[config.mk]
export PLATFORM = sky130hd
export DESIGN_NAME = regress_ctrl_flat
export DESIGN_NICKNAME = d
export VERILOG_FILES = /design/src/rtl/regress_ctrl_pkg.sv /design/src/rtl/regress_ctrl_if.sv /design/src/rtl/regress_ctrl_tmo.sv /design/src/rtl/regress_ctrl.sv /design/src/flat_wrapper.sv
export SDC_FILE = /design/constraint.sdc
export NUM_CORES = 1
export LEC_CHECK = 0
export BUFFER_PORTS_ARGS = -buffer_cell sky130_fd_sc_hd__buf_2
export CAP_MARGIN = 20
export CORE_AREA = 2 2 143 145
export DETAILED_ROUTE_END_ITERATION = 12
export DIE_AREA = 0 0 145 147
export HOLD_SLACK_MARGIN = 0.06
export PLACE_DENSITY_LB_ADDON = 0.05
export SLEW_MARGIN = 20
export SYNTH_ARGS = -nofsm -noshare
export SYNTH_HDL_FRONTEND = slang
export SYNTH_SLANG_ARGS = --single-unit
[constraint.sdc]
create_clock -name clk -period 2.38 [get_ports clk]
set_input_delay 0.476 -clock clk [delete_from_list [all_inputs] [get_ports clk]]
set_output_delay 0.476 -clock clk [all_outputs]
set_load 0.02 [all_outputs]
[src/rtl/regress_ctrl_pkg.sv]
// regress_ctrl_pkg: shared constants, result widths and FSM state type for the regression controller
package regress_ctrl_pkg;

    localparam int N       = 256;
    localparam int ACC_TMO = 16;
    localparam int INV_TMO = 32;

    localparam int SMP_W  = 16;
    localparam int BANK_W = 2;
    localparam int IDX_W  = $clog2(N);
    localparam int ADDR_W = BANK_W + IDX_W;
    localparam int TMO_W  = $clog2(INV_TMO + 1);

    localparam int INV0_W = 32;
    localparam int INV1_W = 20;
    localparam int INV2_W = 21;
    localparam int XTY_W  = 33;

    typedef enum logic [2:0] {
        IDLE,
        CLR,
        LOAD,
        WAIT_ACC,
        INV,
        DONE
    } state_t;

endpackage

[src/rtl/regress_ctrl_if.sv]
// regress_ctrl_if: job handshake, sample RAM, accumulator, inverter and result/status bundle
interface regress_ctrl_if;
    import regress_ctrl_pkg::*;

    logic                req_valid;
    logic                req_ready;
    logic [BANK_W-1:0]   req_bank;
    logic                rd_en;
    logic [ADDR_W-1:0]   rd_addr;
    logic [SMP_W-1:0]    rd_x;
    logic [SMP_W-1:0]    rd_y;
    logic                acc_clr;
    logic                acc_start;
    logic [SMP_W-1:0]    acc_x;
    logic [SMP_W-1:0]    acc_y;
    logic                xtx_valid;
    logic                xty_valid;
    logic [XTY_W-1:0]    xty1;
    logic [XTY_W-1:0]    xty2;
    logic                inv_start;
    logic                inv_valid;
    logic [INV0_W-1:0]   inv0;
    logic [INV1_W-1:0]   inv1;
    logic [INV2_W-1:0]   inv2;
    logic [INV0_W-1:0]   res_inv0;
    logic [INV1_W-1:0]   res_inv1;
    logic [INV2_W-1:0]   res_inv2;
    logic [XTY_W-1:0]    res_xty1;
    logic [XTY_W-1:0]    res_xty2;
    logic                busy;
    logic                done;
    logic                err;

    modport master (
        output req_valid, req_bank, rd_x, rd_y, xtx_valid, xty_valid, xty1, xty2,
               inv_valid, inv0, inv1, inv2,
        input  req_ready, rd_en, rd_addr, acc_clr, acc_start, acc_x, acc_y, inv_start,
               res_inv0, res_inv1, res_inv2, res_xty1, res_xty2, busy, done, err
    );

    modport slave (
        input  req_valid, req_bank, rd_x, rd_y, xtx_valid, xty_valid, xty1, xty2,
               inv_valid, inv0, inv1, inv2,
        output req_ready, rd_en, rd_addr, acc_clr, acc_start, acc_x, acc_y, inv_start,
               res_inv0, res_inv1, res_inv2, res_xty1, res_xty2, busy, done, err
    );

endinterface

[src/rtl/regress_ctrl_tmo.sv]
// regress_tmo: shared timeout counter, zeroed by ld, flags the last allowed cycle of a wait window
module regress_tmo
    import regress_ctrl_pkg::*;
(
    input  logic             clk,
    input  logic             rst_n,
    input  logic             ld,
    input  logic [TMO_W-1:0] limit,
    output logic             expired
);

    logic [TMO_W-1:0] cnt;

    // count cycles spent in the current state, restarting from zero on every load
    always_ff @(posedge clk or negedge rst_n) begin
        if (!rst_n) cnt <= '0;
        else        cnt <= ld ? '0 : cnt + 1'b1;
    end

    assign expired = cnt == limit - 1'b1;

endmodule

[src/rtl/regress_ctrl.sv]
// regress_ctrl: sequences one regression job: clear, stream N samples, await sums, invert, report
module regress_ctrl
    import regress_ctrl_pkg::*;
(
    input  logic     clk,
    input  logic     rst_n,
    regress_ctrl_if.slave bus
);

    state_t            state, state_nx;
    logic [IDX_W-1:0]  idx;
    logic [BANK_W-1:0] bank;
    logic              rd_vld_q;
    logic              xtx_f, xty_f;
    logic              xtx_seen, xty_seen;
    logic              tmo_ld, tmo_exp, err_nx;
    logic [TMO_W-1:0]  tmo_lim;

    assign xtx_seen = xtx_f | bus.xtx_valid;
    assign xty_seen = xty_f | bus.xty_valid;
    assign tmo_ld   = state_nx != state;
    assign tmo_lim  = (state == INV) ? TMO_W'(INV_TMO) : TMO_W'(ACC_TMO);

    regress_tmo u_tmo (
        .clk     (clk),
        .rst_n   (rst_n),
        .ld      (tmo_ld),
        .limit   (tmo_lim),
        .expired (tmo_exp)
    );

    // state register
    always_ff @(posedge clk or negedge rst_n) begin
        if (!rst_n) state <= IDLE;
        else        state <= state_nx;
    end

    // next state; a late valid arriving in the last window cycle still wins over the timeout
    always_comb begin
        state_nx = state;
        err_nx   = 1'b0;
        case (state)
            IDLE:     state_nx = bus.req_valid ? CLR : IDLE;
            CLR:      state_nx = LOAD;
            LOAD:     state_nx = (idx == IDX_W'(N - 1)) ? WAIT_ACC : LOAD;
            WAIT_ACC: begin
                if (xtx_seen && xty_seen) state_nx = INV;
                else if (tmo_exp) begin
                    state_nx = IDLE;
                    err_nx   = 1'b1;
                end
            end
            INV: begin
                if (bus.inv_valid) state_nx = DONE;
                else if (tmo_exp) begin
                    state_nx = IDLE;
                    err_nx   = 1'b1;
                end
            end
            DONE:     state_nx = IDLE;
            default:  state_nx = IDLE;
        endcase
    end

    assign bus.req_ready = state == IDLE;
    assign bus.busy      = state != IDLE;
    assign bus.done      = state == DONE;
    assign bus.acc_clr   = state == CLR;
    assign bus.rd_en     = state == LOAD;
    assign bus.acc_start = bus.rd_en && idx == '0;
    assign bus.rd_addr   = bus.rd_en ? {bank, idx} : '0;
    assign bus.acc_x     = rd_vld_q ? bus.rd_x : '0;
    assign bus.acc_y     = rd_vld_q ? bus.rd_y : '0;
    assign bus.inv_start = state == INV;

    // bank latch, read index and read-data-valid tracking for the sample stream
    always_ff @(posedge clk or negedge rst_n) begin
        if (!rst_n) begin
            bank     <= '0;
            idx      <= '0;
            rd_vld_q <= 1'b0;
        end else begin
            if (state == IDLE && bus.req_valid) bank <= bus.req_bank;
            idx      <= (state == LOAD) ? idx + 1'b1 : '0;
            rd_vld_q <= state == LOAD;
        end
    end

    // sticky accumulator-ready flags, live only while waiting for the sums
    always_ff @(posedge clk or negedge rst_n) begin
        if (!rst_n) begin
            xtx_f <= 1'b0;
            xty_f <= 1'b0;
        end else begin
            xtx_f <= (state == WAIT_ACC && state_nx == WAIT_ACC) && xtx_seen;
            xty_f <= (state == WAIT_ACC && state_nx == WAIT_ACC) && xty_seen;
        end
    end

    // capture sums when the XTY flag first sets and inverter results on inv_valid
    always_ff @(posedge clk or negedge rst_n) begin
        if (!rst_n) begin
            bus.res_xty1 <= '0;
            bus.res_xty2 <= '0;
            bus.res_inv0 <= '0;
            bus.res_inv1 <= '0;
            bus.res_inv2 <= '0;
        end else begin
            if (state == WAIT_ACC && bus.xty_valid && !xty_f) begin
                bus.res_xty1 <= bus.xty1;
                bus.res_xty2 <= bus.xty2;
            end
            if (state == INV && bus.inv_valid) begin
                bus.res_inv0 <= bus.inv0;
                bus.res_inv1 <= bus.inv1;
                bus.res_inv2 <= bus.inv2;
            end
        end
    end

    // error pulse lands in the first IDLE cycle after a timeout, so it never meets done
    always_ff @(posedge clk or negedge rst_n) begin
        if (!rst_n) bus.err <= 1'b0;
        else        bus.err <= err_nx;
    end

endmodule

[src/flat_wrapper.sv]
// flat-port wrapper written by rule: the top's interface ports become plain ports
module regress_ctrl_flat import regress_ctrl_pkg::*;
  (clk, rst_n, bus_req_valid, bus_req_bank, bus_rd_x, bus_rd_y, bus_xtx_valid, bus_xty_valid, bus_xty1, bus_xty2, bus_inv_valid, bus_inv0, bus_inv1, bus_inv2, bus_req_ready, bus_rd_en, bus_rd_addr, bus_acc_clr, bus_acc_start, bus_acc_x, bus_acc_y, bus_inv_start, bus_res_inv0, bus_res_inv1, bus_res_inv2, bus_res_xty1, bus_res_xty2, bus_busy, bus_done, bus_err);
  regress_ctrl_if bus_i ();
  input  logic clk;
  input  logic rst_n;
  input wire logic [$bits(bus_i.req_valid)-1:0] bus_req_valid;
  input wire logic [$bits(bus_i.req_bank)-1:0] bus_req_bank;
  input wire logic [$bits(bus_i.rd_x)-1:0] bus_rd_x;
  input wire logic [$bits(bus_i.rd_y)-1:0] bus_rd_y;
  input wire logic [$bits(bus_i.xtx_valid)-1:0] bus_xtx_valid;
  input wire logic [$bits(bus_i.xty_valid)-1:0] bus_xty_valid;
  input wire logic [$bits(bus_i.xty1)-1:0] bus_xty1;
  input wire logic [$bits(bus_i.xty2)-1:0] bus_xty2;
  input wire logic [$bits(bus_i.inv_valid)-1:0] bus_inv_valid;
  input wire logic [$bits(bus_i.inv0)-1:0] bus_inv0;
  input wire logic [$bits(bus_i.inv1)-1:0] bus_inv1;
  input wire logic [$bits(bus_i.inv2)-1:0] bus_inv2;
  output wire logic [$bits(bus_i.req_ready)-1:0] bus_req_ready;
  output wire logic [$bits(bus_i.rd_en)-1:0] bus_rd_en;
  output wire logic [$bits(bus_i.rd_addr)-1:0] bus_rd_addr;
  output wire logic [$bits(bus_i.acc_clr)-1:0] bus_acc_clr;
  output wire logic [$bits(bus_i.acc_start)-1:0] bus_acc_start;
  output wire logic [$bits(bus_i.acc_x)-1:0] bus_acc_x;
  output wire logic [$bits(bus_i.acc_y)-1:0] bus_acc_y;
  output wire logic [$bits(bus_i.inv_start)-1:0] bus_inv_start;
  output wire logic [$bits(bus_i.res_inv0)-1:0] bus_res_inv0;
  output wire logic [$bits(bus_i.res_inv1)-1:0] bus_res_inv1;
  output wire logic [$bits(bus_i.res_inv2)-1:0] bus_res_inv2;
  output wire logic [$bits(bus_i.res_xty1)-1:0] bus_res_xty1;
  output wire logic [$bits(bus_i.res_xty2)-1:0] bus_res_xty2;
  output wire logic [$bits(bus_i.busy)-1:0] bus_busy;
  output wire logic [$bits(bus_i.done)-1:0] bus_done;
  output wire logic [$bits(bus_i.err)-1:0] bus_err;
  assign bus_i.req_valid = bus_req_valid;
  assign bus_i.req_bank = bus_req_bank;
  assign bus_i.rd_x = bus_rd_x;
  assign bus_i.rd_y = bus_rd_y;
  assign bus_i.xtx_valid = bus_xtx_valid;
  assign bus_i.xty_valid = bus_xty_valid;
  assign bus_i.xty1 = bus_xty1;
  assign bus_i.xty2 = bus_xty2;
  assign bus_i.inv_valid = bus_inv_valid;
  assign bus_i.inv0 = bus_inv0;
  assign bus_i.inv1 = bus_inv1;
  assign bus_i.inv2 = bus_inv2;
  assign bus_req_ready = bus_i.req_ready;
  assign bus_rd_en = bus_i.rd_en;
  assign bus_rd_addr = bus_i.rd_addr;
  assign bus_acc_clr = bus_i.acc_clr;
  assign bus_acc_start = bus_i.acc_start;
  assign bus_acc_x = bus_i.acc_x;
  assign bus_acc_y = bus_i.acc_y;
  assign bus_inv_start = bus_i.inv_start;
  assign bus_res_inv0 = bus_i.res_inv0;
  assign bus_res_inv1 = bus_i.res_inv1;
  assign bus_res_inv2 = bus_i.res_inv2;
  assign bus_res_xty1 = bus_i.res_xty1;
  assign bus_res_xty2 = bus_i.res_xty2;
  assign bus_busy = bus_i.busy;
  assign bus_done = bus_i.done;
  assign bus_err = bus_i.err;
  regress_ctrl u_core (.clk(clk), .rst_n(rst_n), .bus(bus_i));
endmodule
# Word level (Yosys, flattened, before mapping)
# Index checks and enable logic that the tools add are counted.
# totals
ff_bits,162
input_bits,179
out_inout_bits,189
wordCells,56
# classes
add_sub_neg,3
eq_ne,9
muxes,16
bitwise_logic,2
reduce_logical,13
# op_table
op,count
$mux W16,2
$pmux W3 S5,1
$mux W6,2
$mux W10,1
$eq A3 B2 Y1 const B,3
$logic_and A1 B1 Y1,9
$mux W3,3
$add A8 B1 Y8 const B,1
$eq A8 B8 Y1 const B,1
$logic_not A8 Y1,1
$mux W8,1
$add A6 B1 Y6 const B,1
$eq A3 B3 Y1 const B,2
$eq A6 B6 Y1,1
$sub A6 B1 Y6 const B,1
$mux W1,5
$eq A3 B1 Y1 const B,1
$logic_not A3 Y1,1
$ne A3 B3 Y1,1
$reduce_bool A3 Y1,1
$or A1 B1 Y1,2
$pmux W1 S2,1
$logic_not A1 Y1,1

# Logic depth before layout (Yosys ltp)
# depth
depth_word,10
depth_mapped,7
mapped_depth_nobuf,5

# Cells and area by module
# From an unflattened synthesis, not the netlist that was laid out.
# unflattened
hier_cells,470
area_unflattened_um2,6673.9
# modules_own_cells
module,n_inst,cells_per_inst,area_each_um2,seq_area_each_um2
regress_ctrl,1,426,6273.5,3903.7
regress_tmo,1,44,400.4,150.1

# Worst setup path before layout
# No wires, ideal clock.
# synth_path
kind,register to output
start,register u_core.state[0]
end,output bus_acc_start
arrival_ns,1.805
path_slack_ns,0.099
path_stages_with_launch,7
path_buffers,2
cell_sequence,dfrtp_1 -> buf_2 -> or3b_1 -> buf_2 -> inv_1 -> nand2_1 -> nor4_1
# synth_via
elab_chain_len,2
# synth_rtl
element,line,text
start: declaration,regress_ctrl.sv:10,"state_t state, state_nx;"
start signal: assignment,regress_ctrl.sv:35,else state <= state_nx;
$eq A3 B2 Y1,regress_ctrl.sv:69,assign bus.rd_en = state == LOAD;
$logic_and A1 B1 Y1,regress_ctrl.sv:70,assign bus.acc_start = bus.rd_en && idx == '0;
end: declaration,flat_wrapper.sv:23,output wire logic [$bits(bus_i.acc_start)-1:0] bus_acc_start;
# No other way between the ends.

# Worst setup path in the final report
# layout_path
start,register u_core.state[2]
end,output bus_acc_start
# The elaborated chain is that of the path after synthesis.

==> flow_summary.yaml <==
outcome:
  status: "finished clean"
routing:
  wl_met1_um: 6700
  wl_per_cell_um: 16.3
  vias: 4936
  highest_layer: "met4"
  dr.pass1.iters: 4
  antenna_left: 0
  drt_first_iter_violations: 123
  viasPerCell: 4.42
  wl_met3_um: 1410
  wl_met2_um: 9710
  drc: 0
  wl_um: 18200
logic_synthesis:
  synth_area_leader_cell: "dfrtp_1"
  ys_seq_elements: 162
  synth_top_family_by_area: "multiplexers"
  synth_compound_area_share_pct: 1.20
  syn-num-nets: 634
  yosys_warnings: 0
  yosysTopAreaCellShare_pct: 61.7
  ys_seq_area_share_pct: 61.7
  synth_area_per_cell_um2: 14.5
  synthSimpleGateAreaFrac_pct: 8.63
  synthTopCellsByArea: "dfrtp_1 62%, mux2_2 24%, and2_1 4.0%"
  synth_area_um2: 6570
  synth_cells: 452
  synth_edf_count: 0
  synth.distinct_cells: 36
  synth.mux.area_fraction_pct: 24.2
  synth_xor_area_share_pct: 1.20
  synth_ff_type: "dfrtp_1"
  async_reset_ff_share_pct: 100
  synth_fa_ha_area_share_pct: 0.571
layout:
  stdcell_count: 1117
  layout_common_cells: "365 x buf_2, 159 x dfrtp_1, 141 x mux2_2, 42 x and2_1"
  fin_util_pct: 47.4
  area_growth_syn_to_layout_pct: 43.1
  fin_nets: 1013
  drive_above_1_share_pct: 66.8
  final_common_cell: "buf_2"
  design_area_um2: 9400
clock_network:
  clock-sinks: 162
  root_buffer: "clkbuf_16"
  cts_buffers: 17
  htree_levels: 4
  cts.reportedPaths.clkPinSlew_ps: 70
  clk_latency_ps: 430
  clk_path_buf_depth: 2
  cts_tree: "done"
sta:
  setup_tns_ps: 0
  tightest_slew_ps: 605
  slew-limit-headroom_pct: 59.7
  period_needed_ps: 2270
  holdWs_ps: 274
  final_max_slew_viol_count: 0
  fin_ws_ps: 107
  hold_viol: 0
  clock_skew_ps: 11.0
  setup_viol: 0
  post-route-period-util_pct: 95.5
  fmax_mhz: 440
placement:
  dp_hpwl_um: 14100
  port_buffers: 367
  place_ws_ps: 463
  place.gp.congestion: 0.796
  placed_cell_area_um2: 8740
  dp.cells: 1076
setup_path:
  cp-start-kind: "flop"
  crit_fanout: 8
  arrival_ps: 1800
  path_class: "flop to output port"
  cp-end-kind: "output port"
  required_ps: 1900
power_and_ir_drop:
  vdd.ir_drop.worst_uv: 602
  total_power_mw: 13.0
  power_per_cell_area_nw_per_um2: 1380
  power_leakage_nw: 4.95
floorplanning:
  num_rows: 52
  die_y_um: 147
  die_w_um: 145
  io_pins: 368
  dieArea_um2: 21300
  core_um2: 19800
  initial_core_util_pct: 33.1
global_routing:
  antenna_found_initial: 3
  grt_pass1_wl_um: 28500
  groute.usage.overall_pct: 17.2
  grt.overflow.total: 0
  grt_max_degree: 67
  grt_pass1_vias: 5229
worst_hold_path:
  hp-class: "input port to flop"
run:
  drv_cap: 0
[cell type report]
type                            instances  area, µm²
Clock buffer                           19        443
Antenna cell                            3       7.51
Multi-Input combinational cell        264       2370
Fill cell                            1874      10400
Inverter                                4       15.0
Tap cell                              270        338
Timing Repair Buffer                  382       2030
Sequential cell                       162       4060
Clock inverter                         13        145
[final timing paths]
check	from	end	slack, ps	depth (start not counted)
max reg2reg	u_core.state[0]	u_core.bus.res_inv2[19]	510	4
max in group asynchronous	rst_n	u_core.bus.res_inv0[30]	1120	3
max	u_core.state[2]	bus_acc_start	110	5
min	bus_xty1[3]	u_core.bus.res_xty1[3]	270	2
min reg2reg	u_core.u_tmo.cnt[0]	u_core.u_tmo.cnt[0]	490	1
min in group asynchronous	rst_n	u_core.bus.res_xty2[24]	590	2
[critical path, cell delays in order (launching register included)]
cell,delay (ps)
dfrtp_2,440
or3b_4,410
inv_2,70
nand2_1,50
nor4_1,200
buf_2,200
[cells by family after synthesis]
family,count (synthesis)
multiplexers,141
AND/OR/NAND/NOR,99
XOR/XNOR,9
AO/OA/AOI/OAI,12
adder cells (fa/ha/maj),3
flip-flops,162
buffers and inverters,26
[synth_stat cells (2+ instances only)]
master	number
ha_1	3
xor2_1	4
nor3b_1	2
buf_4	8
buf_6	4
o21ai_0	5
nand2_1	9
xnor2_1	5
nor2_1	17
dfrtp_1	162
or3_1	2
clkbuf_1	3
nand3b_1	2
and2_1	42
nand3_1	5
buf_2	6
mux2_2	141
nor3_1	7
and3_1	2
inv_1	4
a21oi_1	2
nand2b_1	3
[sequential cells by signal, summed over array words and instances, names as in the netlist]
signal / cells
u_core.bank: 2
u_core.bus.err: 1
u_core.bus.res_inv0: 32
u_core.bus.res_inv1: 20
u_core.bus.res_inv2: 21
u_core.bus.res_xty1: 33
u_core.bus.res_xty2: 33
u_core.idx: 8
u_core.rd_vld_q: 1
u_core.state: 3
u_core.u_tmo.cnt: 6
u_core.xtx_f: 1
u_core.xty_f: 1
[routing by layer]
metal,track usage (%),vias up
met5,0,-
met2,30.8,213
met4,7.18,0
li1,-,2331
met3,6.34,25
met1,18.4,2367
[power breakdown]
group	switching (mW)	internal, mW	total (mW)	leakage [nW]
sequential	0.661	4.02	4.68	2.06
clock	1.22	1.51	2.73	0.287
combinational	3.24	2.32	5.56	2.60
[what timing repair did]
action                     in CTS  in global routing
hold buffers                    1                  0
resized for setup               0                  8
setup endpoints to repair       0                  9
hold endpoints to repair       52                  0
buffers inserted                0                  5
Note: power is estimated with default switching activity, not from simulation.
